<file path="config.mk">
export PLATFORM = sky130hd
export DESIGN_NAME = led_scan_driver
export DESIGN_NICKNAME = d
export VERILOG_FILES = /design/src/rtl/led_scan_driver.sv
export SDC_FILE = /design/constraint.sdc
export NUM_CORES = 1
export LEC_CHECK = 0
export ABC_AREA = 1
export BUFFER_PORTS_ARGS = -buffer_cell sky130_fd_sc_hd__buf_4
export CORE_MARGIN = 10
export CORE_UTILIZATION = 60
export DETAILED_ROUTE_END_ITERATION = 12
export PLACE_DENSITY = 0.78
export RECOVER_POWER = 50
export SLEW_MARGIN = 20
export SYNTH_ARGS = -nofsm -noshare
export SYNTH_HDL_FRONTEND = slang
export SYNTH_SLANG_ARGS = --single-unit
</file>
<file path="constraint.sdc">
create_clock -name clk_in -period 2.5 [get_ports clk_in]
set_input_delay 0.125 -clock clk_in [delete_from_list [all_inputs] [get_ports clk_in]]
set_output_delay 0.125 -clock clk_in [all_outputs]
set_load 0.02 [all_outputs]
</file>
<file path="src/rtl/led_scan_driver.sv">
// 4x4 LED matrix scan driver: serial frame capture, double buffer, row scan.
// Optional anti-ghost blanking at the start of each row: `define LED_SCAN_BLANK_EN.
module led_scan_driver #(
   parameter int unsigned SCAN_DIV     = 250,
   parameter int unsigned BLANK_CYCLES = 8
) (
   input  logic clk_in,
   input  logic rst_n_in,
   input  logic bit_valid_in,
   input  logic data_in,
   input  logic frame_sync_in,
   output logic data_x1,
   output logic data_x2,
   output logic data_x3,
   output logic data_x4,
   output logic data_y1,
   output logic data_y2,
   output logic data_y3,
   output logic data_y4,
   output logic frame_done_out
);

   // Counter wide enough for both the row period and the blank window.
   localparam int unsigned LP_CNT_MAX =
      (BLANK_CYCLES > SCAN_DIV) ? BLANK_CYCLES : SCAN_DIV;
   localparam int unsigned CW =
      (LP_CNT_MAX > 2) ? $clog2(LP_CNT_MAX) : 1;

   typedef enum logic [1:0] {
      ROW0,
      ROW1,
      ROW2,
      ROW3
   } state_t;

   state_t        r_state;
   state_t        w_state_nxt;
   logic [CW-1:0] r_row_cnt;
   logic          w_row_end;
   logic          w_commit;
   logic          w_blank;

   logic [15:0]   r_shadow;
   logic [15:0]   w_shadow_nxt;
   logic [15:0]   r_pending;
   logic [15:0]   r_display;
   logic          r_pend_flag;
   logic [3:0]    r_bit_cnt;
   logic [3:0]    w_idx;
   logic          w_last;
   logic          r_frame_done;

   logic [3:0]    r_x;
   logic [3:0]    r_y;
   logic [3:0]    w_x_nxt;
   logic [3:0]    w_y_nxt;

   assign w_row_end = (r_row_cnt == CW'(SCAN_DIV - 1));
   assign w_commit  = w_row_end && (r_state == ROW3);

`ifdef LED_SCAN_BLANK_EN
   assign w_blank = (r_row_cnt < CW'(BLANK_CYCLES));
`else
   assign w_blank = 1'b0;
`endif

   // Sync overrides the bit position, so a synced bit always lands at 0.
   assign w_idx  = frame_sync_in ? 4'd0 : r_bit_cnt;
   assign w_last = bit_valid_in && (w_idx == 4'd15);

   always_comb begin
      w_shadow_nxt        = r_shadow;
      w_shadow_nxt[w_idx] = data_in;
   end

   always_ff @(posedge clk_in or negedge rst_n_in) begin
      if (!rst_n_in) begin
         r_shadow     <= '0;
         r_bit_cnt    <= '0;
         r_pending    <= '0;
         r_pend_flag  <= 1'b0;
         r_display    <= '0;
         r_frame_done <= 1'b0;
      end else begin
         r_frame_done <= w_last;
         if (bit_valid_in) begin
            r_shadow  <= w_shadow_nxt;
            r_bit_cnt <= w_idx + 4'd1;
         end else if (frame_sync_in) begin
            r_bit_cnt <= '0;
         end
         if (w_commit && r_pend_flag) begin
            r_display <= r_pending;
         end
         // A frame landing on the commit edge wins the flag for next cycle.
         if (w_last) begin
            r_pending   <= w_shadow_nxt;
            r_pend_flag <= 1'b1;
         end else if (w_commit) begin
            r_pend_flag <= 1'b0;
         end
      end
   end

   always_ff @(posedge clk_in or negedge rst_n_in) begin
      if (!rst_n_in) begin
         r_state   <= ROW0;
         r_row_cnt <= '0;
      end else begin
         r_state <= w_state_nxt;
         if (w_row_end) begin
            r_row_cnt <= '0;
         end else begin
            r_row_cnt <= r_row_cnt + 1'b1;
         end
      end
   end

   always_comb begin
      w_state_nxt = r_state;
      w_y_nxt     = 4'hF;
      w_x_nxt     = 4'h0;
      unique case (r_state)
         ROW0: begin
            w_y_nxt = 4'b1110;
            w_x_nxt = r_display[3:0];
            if (w_row_end) w_state_nxt = ROW1;
         end
         ROW1: begin
            w_y_nxt = 4'b1101;
            w_x_nxt = r_display[7:4];
            if (w_row_end) w_state_nxt = ROW2;
         end
         ROW2: begin
            w_y_nxt = 4'b1011;
            w_x_nxt = r_display[11:8];
            if (w_row_end) w_state_nxt = ROW3;
         end
         ROW3: begin
            w_y_nxt = 4'b0111;
            w_x_nxt = r_display[15:12];
            if (w_row_end) w_state_nxt = ROW0;
         end
         default: begin
            w_state_nxt = ROW0;
         end
      endcase
      if (w_blank) begin
         w_y_nxt = 4'hF;
         w_x_nxt = 4'h0;
      end
   end

   always_ff @(posedge clk_in or negedge rst_n_in) begin
      if (!rst_n_in) begin
         r_x <= 4'h0;
         r_y <= 4'hF;
      end else begin
         r_x <= w_x_nxt;
         r_y <= w_y_nxt;
      end
   end

   assign data_x1        = r_x[0];
   assign data_x2        = r_x[1];
   assign data_x3        = r_x[2];
   assign data_x4        = r_x[3];
   assign data_y1        = r_y[0];
   assign data_y2        = r_y[1];
   assign data_y3        = r_y[2];
   assign data_y4        = r_y[3];
   assign frame_done_out = r_frame_done;

endmodule

</file>
Word level (Yosys, flattened, before mapping)

Index checks and enable logic that the tools add are counted.

Bits in registers: 72
Bits in latches: 0
Bits in writable memories: 0
Bits in read-only memories: 0
Input port bits: 5
Logic and storage cells: 45
Memories: 0

$add $sub $neg: 2
Multiply operators: 0
Divide/modulo/power cells: 0
Order comparisons: 2
Eq/ne operators: 9
Shifts and indexed selects: 0
Muxes and demuxes: 15
Bitwise logic cells: 0
Reductions and logical operators: 7

Operators by type and width:

| kind                                                               | number |
|---|---|
| one-hot mux 4 bit (4 select lines)                                 | 2 |
| bitwise mux 16 bit                                                 | 1 |
| adder 8 x 1 -> 8 bit (second input constant)                       | 1 |
| == test 8 bit (second input constant)                              | 1 |
| two-way mux 2 bit                                                  | 4 |
| two-way mux 4 bit                                                  | 2 |
| two-way mux 8 bit                                                  | 1 |
| inequality test 2 bit (second input constant)                      | 4 |
| one-hot mux 2 bit (4 select lines)                                 | 1 |
| less-than comparator 4 x 5 -> 1 bit (second input constant)        | 1 |
| adder 4 x 1 -> 4 bit (second input constant)                       | 1 |
| demux 1 bit (select 4 bit)                                         | 1 |
| == test 2 bit (second input constant)                              | 2 |
| == test 4 bit (second input constant)                              | 1 |
| greater-or-equal comparator 4 x 1 -> 1 bit (second input constant) | 1 |
| logical AND 1 bit                                                  | 4 |
| AND reduction 4 bit                                                | 1 |
| two-way mux 1 bit                                                  | 3 |
| == test 2 x 1 -> 1 bit (second input constant)                     | 1 |
| zero test 2 bit                                                    | 1 |
| nonzero test 2 bit                                                 | 1 |

Longest topological paths before layout

Gate-level depths: netlist (run 1).

Word-level depth: 6
Mapped depth: 10
Mapped depth without buffers: 8

Worst setup path before layout (run 1)

Ideal clock, no wire load.

Path kind: flip-flop to flip-flop
Start point: reg r_bit_cnt[0]
End point: reg r_pending[10]
Setup time: 118 ps
Arrival time: 1613 ps
Slack: 770 ps
Stages on the path, launching flop included: 11
Path buffers: 2
Path through: dfrtp_1 > inv_1 > nor2_1 > ha_1 > buf_6 > nand2_4 > nor3_4 > inv_4 > buf_6 > nand2_1 > nand2_1

Word-level cells in the longest chain between the ends: 6
Elaborated cells on any way between the ends: 9

Ends and longest elaborated chain:

| what                                                                                                                           | line | text |
|---|---|---|
| from (decl)                                                                                                                    | 48   | `logic [3:0] r_bit_cnt;` |
| from (signal assigned)                                                                                                         | 88   | `r_bit_cnt <= w_idx + 4'd1;` |
| two-way mux 4 bit *                                                                                                            | -    |  |
| less-than comparator 4 x 5 -> 1 bit (implied by the code) / greater-or-equal comparator 4 x 1 -> 1 bit (equally long branches) | 73   | `w_shadow_nxt[w_idx] = data_in;` |
| logical AND 1 bit (implied by the code)                                                                                        | 73   |  |
| two-way mux 1 bit (implied by the code)                                                                                        | 73   |  |
| demux 1 bit (select 4 bit)                                                                                                     | 73   |  |
| bitwise mux 16 bit                                                                                                             | 73   |  |
| to (signal assigned)                                                                                                           | 97   | `r_pending <= w_shadow_nxt;` |
| to (decl)                                                                                                                      | 45   | `logic [15:0] r_pending;` |

Mark *: on every way between the ends. The rest lies on a longest branch, timed or not.
A chain may end at the register's enable or synchronous reset.

Worst setup path after layout (run 1)

Start point: reg r_bit_cnt[0]
End point: reg r_pending[2]

Same word-level chain as after synthesis.

==> metrics.txt, run 1 <==
total global-route track usage 15.9%; clock buffer count from CTS 9; hpwl dp 4390 um; CTS Buffer Depth 2; startpoint types flop; count of antenna diodes in the layout 0; max capacitance violation total 1; Worst R2R Path Depth 8; Net Sw Frac 21.9%; Post-synth EDFFs 0; worst min-delay path class in -> reg; summed instance area of the synthesized netlist ~3400 sq um; final net count 441; floorplan die width between 90 and 100 um; Clock Latency Late Sink 340 ps; peak fanout along the critical path 10; timing-limited maximum frequency 484 MHz; worst hold endpoint r_bit_cnt[1]; sequential cell area fraction in the yosys report 53.0%; Hold Crit Depth 4; CTS clk-pin slew, worst paths about 70 ps; worst relative slew slack -15.3%; global placement routability congestion 0.813; final cell count without fillers 502; worst-case clock skew 4.83 ps; sort of element at the end of the critical path flop; wirelength, routed 6700 um; clock network fraction of total power 45.9%; Min-Delay Startpoint frame_sync_in; area fraction of the dominant cell type after synthesis roughly half; Avg Vias per Cell approximately 5.4; number of global-route vias before repair approximately 2500; Cell Rows 27; post-route core utilization 68.4%; die span in y 95.4 um; drt initial violations 148; share of cells above drive strength 1 7.44%; nets in the synthesized netlist between 400 and 500; type of the worst setup path reg -> reg; number of H-tree levels 3; critical path data arrival time roughly 2400 ps; number of standard cells after synthesis just over 400; area of the core region 5510 sq um; unrepaired setup endpoints after global routing no; Setup Total Neg Slack 0 ps; r2r endpoint r_pending[2]; vias after detailed routing 2687; final clock period utilization by the worst path 82.7%; Final Hold Vio Count 0; outcome complete, but fails checks; logic gate share of total power ~7%; 1st-pass router iterations 5; number of distinct library cells after synthesis 27; clock tree from TritonCTS built; wire length of the first global-routing pass 11500 um; Yosys top cell by area dfrtp_1; launch point of the worst reg-to-reg path r_bit_cnt[0]; IO Count 14; total placed cells including tap cells 485; failing checks capacitance limit, slew limit; synthesized area per cell 8.23 sq um; leakage power of the design 2.01 nW; post-route minimum period roughly 2100 ps; number of synthesized register bits 72; cells taking the most area after synthesis dfrtp_1 50%, nand2_1 17%, nand3_1 7.9%, ha_1 4.0%, inv_1 3.9%; total die area 9090 sq um; sinks on the clock net 72; final number of setup-violating endpoints 0; Slew Limit Fails 73; Remaining DRCs 0; Area growth, synth to finish 10.6%; Slew @ Worst Pin 1730 ps; Starting Density 61.9%; required time of the worst setup path between 2000 and 3000 ps; share of total power in sequential cells 47.1%; worst setup slack for register-to-register paths 430 ps; maximum number of pins on one net before global-route repair 73; initial antenna violation count 0; ys flop type dfrtp_1; switching power 0.578 mW; number of I/O port buffers 13; Routed WL per cell 13.3 um; highest ir drop seen on vdd 436 uV; power density relative to cell area 700 nW/um^2; master cell of the clock root buffer clkbuf_8; Detail Route Antenna Nets 0; global route overflow 0; Ys Warns 0; fraction of registers with async set or reset after synthesis 100%; cell internal pwr 2.06 mW
## critical path, stage by stage (launching register included)
cell and delay (ps):
dfrtp_1 320, inv_1 30, nor2_1 280, ha_1 450
nand2_4 100, nor3_4 390, buf_4 260, nand3_1 100
nand2_1 70
## power by group through the flow
stage	Combinational [mW]	Clock, mW	Sequential (mW)
floorplan	0.128	0	1.26
global placement	0.178	0	1.26
detailed placement	0.184	0	1.26
CTS	0.187	1.23	1.24
global route	0.216	1.28	1.25
finish	0.185	1.21	1.24
## metal layers
metal  up-vias  GRT usage, %  wire (um)
met2        83          25.0       3120
li1       1347             -          -
met5         -             0          0
met4         0          6.48        103
met3        11          4.48        449
met1      1246          20.2       3030
## cell usage after synthesis (4+ instances only)
cell type / instances
nand2_1: 155
dfrtp_1: 68
nand3_1: 54
inv_1: 35
nor2_1: 22
nand4_1: 16
ha_1: 11
a21oi_1: 8
clkbuf_1: 6
o21ai_0: 6
a31oi_1: 4
buf_1: 4
buf_2: 4
dfstp_2: 4
## layout by cell type, fill, tap and decap left out
cell type,netlist,final
nand2_4,1,1
bufinv_16,0,4
o21bai_1,1,1
inv_4,1,1
dfrtp_1,68,68
xor2_1,2,2
clkbuf_8,0,10
clkbuf_1,6,9
nor2_1,22,22
a31oi_1,4,4
inv_1,35,35
nand4_1,16,16
nor3_4,1,1
nand2_1,155,155
nand4_2,1,1
nor3_1,2,2
dfstp_2,4,4
ha_1,11,11
o21ai_0,6,6
buf_4,0,6
a21oi_1,8,8
o21ai_1,1,1
xnor2_1,1,1
clkbuf_2,0,1
nor3b_1,1,1
inv_2,1,1
clkinv_2,0,2
dlygate4sd3_1,0,1
clkinv_1,1,1
nand3_1,54,54
## area by class of cell
type	instances	area, sq um
fill	448	1740
sequential	72	1810
clock inverter	6	130
inverter	38	145
clock buffer	10	138
tap	72	90.1
multi-input combinational	287	1360
timing repair buffer	17	93.8
## through the flow
step | hold WS [ps] | worst slack, ps | instance area, sq um | total power [mW]
after floorplan | -171 | 770 | 3410 | 1.39
after global placement | 294 | 612 | 3530 | 1.44
after detailed placement | 299 | 492 | 3530 | 1.45
after CTS | 134 | 451 | 3800 | 2.66
after global routing | 159 | 259 | 3770 | 2.74
final | 146 | 433 | 3770 | 2.64
## worst max path at each step
stage | slack (ps) | cells after the start | endpoint | startpoint
after detailed placement | 490 | 8 | r_pending[2] | r_bit_cnt[1]
after CTS | 450 | 8 | r_pending[3] | r_bit_cnt[1]
after global routing | 260 | 8 | r_pending[15] | r_bit_cnt[0]
after global placement | 610 | 8 | r_pending[14] | r_bit_cnt[0]
after floorplan | 770 | 10 | r_pending[10] | r_bit_cnt[0]
final | 430 | 8 | r_pending[2] | r_bit_cnt[0]
## cells by family after synthesis
| group | share of synthesized area (%) |
|---|---|
| and+or+nand+nor | 32.1 |
| DFF | 53.0 |
| buffers and inverters | 6.94 |
| AOI/OAI and AO/OA | 3.16 |
| adders and majority gates | 4.04 |
| xor gates and xnor gates | 0.771 |
## sequential cells by signal (all words and copies together) (netlist names)
signal,count
r_x,4
r_display,16
r_pend_flag,1
r_state,2
r_row_cnt,8
r_bit_cnt,4
r_y,4
frame_done_out,1
r_pending,16
r_shadow,16
## timing repair
action	CTS	global route
endpoints found under the hold margin	68	0
resized for setup	0	0
buffers inserted	0	0
hold buffers	1	0
Note: power is estimated with default switching activity, not from simulation.
==> run 2: changes to the inputs <==
==> constraint.sdc (replaced) <==
create_clock -name clk_in -period 2.05 [get_ports clk_in]
set_input_delay 0.1025 -clock clk_in [delete_from_list [all_inputs] [get_ports clk_in]]
set_output_delay 0.1025 -clock clk_in [all_outputs]
set_load 0.02 [all_outputs]
==> run 2 against run 1 <==
The run now ends clean. Clock skew increased by 2.5 ps. Routed wire length decreased by 2.7%. Design area decreased by 0.86%. Worst setup slack got worse by 200 ps. Sequential cell count unchanged. Combinational power increased by 23%. Global-route usage increased by 0.19 points. Critical path depth unchanged. Maximum frequency increased by 14%. First-iteration DRC count decreased by 22%. Sequential power increased by 22%. Total power increased by 12%. Critical endpoint is now r_pending[13].
==> metrics.txt, run 2 (synthesis gave the netlist of run 1 again) <==
worst relative slew slack 42.0%; Final Hold Vio Count 0; Clock Latency Late Sink 350 ps; worst-case clock skew 7.35 ps; floorplan die width 95.4 um; hpwl dp about 4400 um; filler cell count in the final layout about 460; number of global-route vias before repair approximately 2600; Starting Density ~62%; post-CTS sizing 0; max capacitance violation total 0; launch point of the worst reg-to-reg path r_bit_cnt[1]; final cell count without fillers 505; r2r endpoint r_pending[13]; power density relative to cell area between 700 and 800 nW/um^2; Detail Route Antenna Nets 0; Area growth, synth to finish 9.62%; leakage power of the design 1.99 nW; most frequent standard cell in the layout excluding fill and tap cells nand2_1; CTS Buffer Depth 2; wirelength, routed 6520 um; unrepaired setup endpoints after global routing no; number of I/O port buffers 13; post-CTS setup buffers 0; sort of element at the end of the critical path flop; timing-limited maximum frequency 551 MHz; worst min-delay path class in -> reg; CP endpoint r_pending[13]; CTS clk-pin slew, worst paths 70 ps; global placement routability congestion 0.838; Routed WL per cell 12.9 um; Setup Total Neg Slack 0 ps; outcome completed; worst setup slack for register-to-register paths 240 ps; first element of the critical path r_bit_cnt[1]; final net count 444; master cell of the clock root buffer clkbuf_8; total die area 9090 sq um; total global-route track usage between 10% and 20%; wire length of the first global-routing pass 11700 um; post-route minimum period 1810 ps; final number of setup-violating endpoints 0; crit path setup slack, layout 236 ps; Reg area 1810 sq um; area of the core region 5510 sq um; critical path data arrival time 2100 ps; Worst R2R Path Depth 8; startpoint types flop; required time of the worst setup path between 2000 and 2500 ps; 1st-pass router iterations 4; Avg Vias per Cell 5.30; global route overflow 0; Slew @ Worst Pin between 800 and 900 ps; peak fanout along the critical path 11; post-place setup slack around 250 ps; highest ir drop seen on vdd between 500 and 600 uV; Remaining DRCs 0; die span in y between 90 and 100 um; Cell Rows 27; vias after detailed routing 2678; most frequent cells in the layout 155 x nand2_1, 68 x dfrtp_1, 54 x nand3_1; drt initial violations around 120; sinks on the clock net a little over 70; share of cells above drive strength 1 7.16%; maximum number of pins on one net before global-route repair 73; IO Count 14; count of antenna diodes in the layout 0; total placed cells including tap cells around 490; number of hold-repair buffers added at the cts stage 1; clock buffer count from CTS 9; Power, Total 2.96 mW; final clock period utilization by the worst path ~90%; clock tree from TritonCTS built; area of combinational cells with multiple inputs 1360 sq um; Slew Limit Fails 0; number of H-tree levels 3; initial antenna violation count 0; type of the worst setup path reg -> reg; top flop regs r_display x16, r_pending x16, r_shadow x16
## run 2: changes by cell type in the layout (fill, tap and decap cells not counted), sizes merged
cell | previous run | this run
buf | 6 | 9
clkbuf | 20 | 23
bufinv | 4 | 2
clkinv | 3 | 2
## run 2: how the worst min path moves through the flow
stage                              from              to  slack, ps  cells past startpoint
final                     frame_sync_in    r_bit_cnt[3]        100                      4
after global routing       bit_valid_in    r_shadow[14]        150                      3
after CTS                 frame_sync_in    r_bit_cnt[3]        100                      4
after detailed placement       rst_n_in    r_row_cnt[6]        280                      1
after global placement         rst_n_in    r_row_cnt[3]        280                      1
after floorplan                rst_n_in  frame_done_out       -190                      0
## run 2: cell type report
| cell class | instances | share of cell area, % |
|---|---|---|
| multi-input combinational | 287 | 36.5 |
| sequential | 72 | 48.4 |
| tap | 72 | 2.41 |
| inverter | 38 | 3.89 |
| clock buffer | 13 | 3.99 |
| clock inverter | 3 | 1.74 |
| timing repair buffer | 20 | 3.08 |
## run 2: routing by layer
metal  vias up  part of all wire [%]  track usage, %
li1       1358                     -               -
met1      1235                    45            19.8
met2        71                    47            25.7
met3        14                   5.6            3.53
met4         0                   2.0            8.85
met5         -                     0               0
## run 2: power by group
part | switching (mW) | internal [mW]
combinational | 0.157 | 0.0707
sequential | 0.0301 | 1.48
clock | 0.499 | 0.718
## run 2: per-stage QoR
step	hold slack, ps	util [%]	cell area (sq um)
2_1_floorplan	-193	-	3410
3_3_place_gp	277	64.4	3550
3_5_place_dp	277	64.4	3550
4_1_cts	100	68.5	3770
5_1_grt	151	67.8	3730
6_report	104	67.8	3730
## run 2: critical path: stages (launching register included)
cell     delay (ps)
dfrtp_1         330
inv_1            30
nor2_1          230
ha_1            280
nand2_4          80
nor3_4          380
buf_4           260
nand3_1         110
nand2_1          70
